**src/rtl/if_fetch.sv**
```systemverilog
// if_fetch: instruction-fetch stage of the 5-stage MIPS pipeline.
//   Owns the PC, issues the instruction SRAM request, and hands {ce, pc} to
//   decode. A branch resolved while IF is stalled is parked in a pending
//   register and applied on the first unstalled edge. A flush (exception or
//   eret) overrides everything, including the stall.
// Ports:
//   clk, rst          clock, async active-high reset
//   stall             stall vector, bit 0 freezes IF
//   flush, flush_pc   redirect strobe and target
//   br_bus            {br_e, br_addr} from decode (same cycle)
//   if_to_id_bus      {ce, pc} of the current fetch
//   inst_sram_*       fetch request (read-only: wen/wdata tied off)
module if_fetch #(
  parameter logic [31:0] RESET_PC    = 32'hBFC0_0000,
  parameter int          IF_TO_ID_WD = 33,
  parameter int          BR_WD       = 33,
  parameter int          STALL_WD    = 6
) (
  input  logic                   clk,
  input  logic                   rst,
  input  logic [STALL_WD-1:0]    stall,
  input  logic                   flush,
  input  logic [31:0]            flush_pc,
  input  logic [BR_WD-1:0]       br_bus,
  output logic [IF_TO_ID_WD-1:0] if_to_id_bus,
  output logic                   inst_sram_en,
  output logic [3:0]             inst_sram_wen,
  output logic [31:0]            inst_sram_addr,
  output logic [31:0]            inst_sram_wdata
);

  logic [31:0] r_pc;
  logic        r_ce;
  logic        r_pend;
  logic [31:0] r_pend_addr;

  logic        w_br_e;
  logic [31:0] w_br_addr;
  logic [31:0] w_next_pc;
  logic        w_unused_stall;

  assign w_br_e         = br_bus[32];
  assign w_br_addr      = br_bus[31:0];
  // Upper stall bits belong to later stages.
  assign w_unused_stall = |stall[STALL_WD-1:1];

  // Redirect priority: flush > live branch > parked branch > sequential.
  always_comb begin
    w_next_pc = r_pc + 32'd4;
    if (flush)       w_next_pc = flush_pc;
    else if (w_br_e) w_next_pc = w_br_addr;
    else if (r_pend) w_next_pc = r_pend_addr;
  end

  // Reset PC sits one word below RESET_PC so the first +4 lands on it.
  always_ff @(posedge clk or posedge rst) begin
    if (rst) begin
      r_pc        <= RESET_PC - 32'd4;
      r_ce        <= 1'b0;
      r_pend      <= 1'b0;
      r_pend_addr <= 32'd0;
    end else if (flush || !stall[0]) begin
      r_pc   <= w_next_pc;
      r_ce   <= 1'b1;
      r_pend <= 1'b0;
    end else if (w_br_e) begin
      // Stalled: keep the PC, remember the newest branch target.
      r_pend      <= 1'b1;
      r_pend_addr <= w_br_addr;
    end
  end

  assign if_to_id_bus    = {r_ce, r_pc};
  assign inst_sram_en    = r_ce;
  assign inst_sram_addr  = r_pc;
  assign inst_sram_wen   = 4'b0000;
  assign inst_sram_wdata = 32'd0;

endmodule

```
**config.mk**
```make
export PLATFORM = sky130hd
export DESIGN_NAME = if_fetch
export DESIGN_NICKNAME = d
export VERILOG_FILES = /design/src/rtl/if_fetch.sv
export SDC_FILE = /design/constraint.sdc
export NUM_CORES = 1
export LEC_CHECK = 0
export BUFFER_PORTS_ARGS = -buffer_cell sky130_fd_sc_hd__buf_4
export CORE_MARGIN = 1
export CORE_UTILIZATION = 31
export DETAILED_ROUTE_END_ITERATION = 10
export HOLD_SLACK_MARGIN = 0.05
export PLACE_DENSITY = 0.6
export SETUP_SLACK_MARGIN = 0.5
export SLEW_MARGIN = 30
export SYNTH_ARGS = -nofsm -noshare
export SYNTH_HDL_FRONTEND = slang
export SYNTH_SLANG_ARGS = --single-unit
```
**constraint.sdc**
```tcl
create_clock -name clk -period 4.46 [get_ports clk]
set_clock_uncertainty 0.05 [all_clocks]
set_input_delay 0.669 -clock clk [delete_from_list [all_inputs] [get_ports clk]]
set_output_delay 0.669 -clock clk [all_outputs]
set_load 0.005 [all_outputs]
```
# [Word-level counts from Yosys, hierarchy flattened]
# Index checks and enable logic that the tools add are counted.
[word_totals] latchBits=0 n_memories=0 register_bits=66 mem_bits_ro=0 ramBits=0
[op_classes] shifts=0 eq_ne=0 n_bitwise=1 multipliers=0 reduce_logical=4 order_cmp=0 n_mux=5 n_addsub=1 div_mod_pow=0
[op_table] operator="$mux 32" count=3
[op_table] operator="$add 32x3->32 const B" count=1
[op_table] operator="$mux 1" count=2
[op_table] operator="$reduce_and 2->1" count=1
[op_table] operator="$reduce_bool 2->1" count=1
[op_table] operator="$logic_not 1->1" count=1
[op_table] operator="$logic_or 1x1->1" count=1
[op_table] operator="$not 1->1" count=1

# [Longest topological paths before layout]
[logic_depth] depth_word=4 ltp_mapped=7 depth_no_buf=6

# [Worst setup path before layout]
# Ideal clock, no wire load.
[synth_path] path_type="reg-to-reg" startpoint="register r_pc[2] (netlist: inst_sram_addr[2])" endpoint="register r_pc[22] (netlist: inst_sram_addr[22])" period_less_slack_ns=2.180 setup_ns=0.064 setup_slack_ns=2.280 arrival_time_ns=2.065 t_required_ns=4.346 path_stages_with_launch=7 path_buffers=0 cell_sequence="dfstp_2 > ha_1 > nand3_2 > or4_1 > or3_1 > a31oi_1 > a211o_1"
[synth_via] elab_chain_len=4
[synth_rtl] item="start: declaration" line="32" text="logic [31:0] r_pc;"
[synth_rtl] item="start signal: assignment" line="58" text="r_pc <= RESET_PC - 32'd4;"
[synth_rtl] item="start signal: assignment" line="63" text="r_pc <= w_next_pc;"
[synth_rtl] item="$add 32x3->32" line="49" text="w_next_pc = r_pc + 32'd4;"
[synth_rtl] item="$mux 32" line="52" text="else if (r_pend) w_next_pc = r_pend_addr;"
[synth_rtl] item="$mux 32" line="51" text="else if (w_br_e) w_next_pc = w_br_addr;"
[synth_rtl] item="$mux 32" line="50" text="if (flush) w_next_pc = flush_pc;"
# Every way passes these cells.
# A chain may end at the register's enable or synchronous reset.

# [Worst setup path in the final report]
[layout_path] startpoint="input port br_bus[32]" endpoint="register r_pend_addr[25]"
[layout_via] elab_chain_len=1
[layout_rtl] item="start: declaration" line="24" text="input logic [BR_WD-1:0] br_bus,"
[layout_rtl] item="$reduce_and 2->1 (no source line)"
[layout_rtl] item="end signal: assignment" line="69" text="r_pend_addr <= w_br_addr;"
[layout_rtl] item="end: declaration" line="35" text="logic [31:0] r_pend_addr;"
# Every way passes these cells.

==> metrics.cfg <==
[yosys]
ys_warn_count = 0
syn_area_um2 = 4460
synthCells = 489
synth_edf_count = 0
ys_types = 53
yosys_most_used_dff = dfrtp_1
ys_seq_area_share_pct = 37.8
synth.ff_latch_count = 66
synthMuxAreaShare_pct = 9.20
ys_async_sr_fraction_pct = 100
avgSynthCellArea_um2 = 9.12
synthSimpleGateAreaFrac_pct = 15.4
synth_top_family_by_area = compound AO/OA/AOI/OAI gates
synth_fa_ha_area_share_pct = 0.280
synth-xor-area-share_pct = 3.93
synth_compound_area_share_pct = 17.4

[place]
place_area_um2 = 5180
numPortBuffers = 134
pre_cts_slack_ns = 1.13
dp_cells = 743
place_hpwl_um = 9100
gp_congestion = 0.783

[setup_path]
path_max_fanout = 46
crit_type = primary input to flop
cpPeakStageDelay_ns = 0.84
crit_top_cell = buf_4
end_kind = flop
worst-endpoint-arrival_ns = 3.15
ff2ff_setup_slack_ns = 1.98
slowest_stage = or3_1
crit_buf_inv = 3
worstReg2RegStart = inst_sram_addr[2]
r2r_cells = 6
reg2reg_to = inst_sram_addr[30]
cp_cell_sequence = buf_4, inv_1, or3_1, buf_4, mux2_2
crit_path_start_kind = primary input
required_ns = 4.63
path_delay_family = buffers and inverters

[detailed_routing]
drc_errors = 0
vias_per_cell = 5.25
ant_nets = 0
route.final.wire_length_um = 13200
vias = 3986
drt-initial-drc-count = 370
dr.pass1.iters = 6
wire_per_inst_um = 17.4

[cells_and_area]
final_cells = 759
nets = 649
antenna_cells = 0
fin_util_pct = 39.7
drive_above_1_share_pct = 38.7
n_fill_cell = 1349
design_area_um2 = 5530
multi_input_area_um2 = 2210
ff_latch_area_um2 = 1690
area_growth_pct = 24.0

[clocking]
clk_pin_slew_worst_paths_ns = 0.06
htree_num_levels = 3
clock-sinks = 66
clk-insertion-delay-late_ns = 0.34
tritoncts = done
cts_resized = 0
postCtsSetupBuffers = 0
clockBufferDepth = 2
numCtsBuffers = 9
hold_buffers = 0
root_buffer = clkbuf_16

[status]
outcome = finished, final reports clean

[run]
cap_violations = 0

[timing]
worst_pin_slew_ns = 0.960
max_clock_freq_mhz = 336
fin_ws_ns = 1.48
hold_viol = 0
finalSetupTns_ns = 0
period_minus_slack_ns = 2.98
setup_viol = 0
slew_headroom_pct = 35.5
hold_slack_ns = 0.381
drv_slew = 0
rsz0062_at_grt = false
timing.final.crit_share_pct = 66.7

[floorplanning]
die-height_um = 122
dieArea_um2 = 14900
io_pins = 176
core_um2 = 13900
fp.dieW_um = 122
initial_core_util_pct = 32.0
rows = 43

[hold_path]
hold_class = primary input to async pin

[global_route]
antenna_found_initial = 0
grt_pass1_wl_um = 20400
grtUsageTotal_pct = 18.2
grt-ovfl-total = 0
grt_start_max_net_pins = 47
grt_pass1_vias = 3822

[power_and_ir_drop]
leakage_nw = 2.40
power.density_nw_per_um2 = 367
power_mw = 2.03
peakVddDrop_v = 0.000169

[synth_stat cells (11+ instances only)]
library cell	number	share of area [%]
o221ai_1	15	2.9
a21oi_1	28	3.1
mux2_2	32	8.1
xor2_1	15	2.9
nor2_1	17	1.4
clkbuf_1	22	1.9
dfstp_2	28	16
nand3_1	13	1.5
o21ai_0	45	5.0
buf_4	70	12
nor3_1	11	1.2
nand2_1	53	4.5
dfrtp_1	38	21
[kinds of logic after synthesis]
family,Yosys count
compound gates,122
xor+xnor,20
fa+ha+maj,1
buf+inv,108
flops,66
mux,37
other cells,1
simple gates,134
[layout by cell type (no fill, tap or decap), types with 2 or more instances in the layout]
master / count
inv_1: 7
clkinv_4: 2
clkinv_2: 3
clkbuf_16: 9
a211oi_1: 3
nand2_1: 53
nor2_1: 17
a22oi_1: 3
dfstp_2: 28
nor3_1: 11
a21oi_1: 28
xor2_1: 15
mux2_2: 32
nor3b_1: 2
nand4_1: 9
a32oi_1: 3
and3_1: 9
or3_1: 3
a31oi_1: 3
o221ai_1: 15
o211ai_1: 2
nand4_2: 2
a221o_1: 7
nor4_1: 2
o21ai_0: 45
xnor2_1: 5
bufinv_16: 3
nand3_1: 13
o22ai_1: 2
o31ai_1: 4
buf_4: 138
mux2i_1: 5
dfrtp_1: 38
conb_1: 36
[registers in the layout (all words and copies together), names as in the netlist]
register,count
r_pend_addr,32
r_pend,1
inst_sram_addr,32
inst_sram_en,1
[per-layer routing]
| layer | routed length, µm | vias to the layer above | global-route usage, % |
|---|---|---|---|
| met4 | 234 | 0 | 7.79 |
| met1 | 5750 | 1951 | 23.7 |
| li1 | - | 1820 | - |
| met3 | 1020 | 21 | 3.09 |
| met2 | 6180 | 194 | 29.5 |
| met5 | 0 | - | 0 |
[worst max-delay path by stage]
stage | start | cells past startpoint | endpoint | slack, ns
after CTS | br_bus[32] | 5 | r_pend_addr[3] | 1.49
after floorplan | rst | 1 | inst_sram_addr[0] | 2.13
final | br_bus[32] | 5 | r_pend_addr[25] | 1.48
after global placement | br_bus[32] | 5 | r_pend_addr[31] | 1.19
after detailed placement | br_bus[32] | 5 | r_pend_addr[25] | 1.13
after global routing | br_bus[32] | 5 | r_pend_addr[25] | 1.32
[power by group]
group / switching, mW / internal (mW) / total [mW] / leakage, nW
combinational: 0.177 / 0.219 / 0.396 / 1.49
sequential: 0.0966 / 0.709 / 0.806 / 0.744
clock: 0.282 / 0.546 / 0.828 / 0.169
total: 0.555 / 1.47 / 2.03 / 2.40
[area by class of cell]
type	instances	share of cell area [%]
Multi-Input combinational cell	350	39.9
Clock inverter	7	2.13
Timing Repair Buffer	138	18.7
Sequential cell	66	30.5
Clock buffer	9	4.07
Inverter	9	0.633
Tap cell	180	4.07
(Power assumes the default switching activity.)
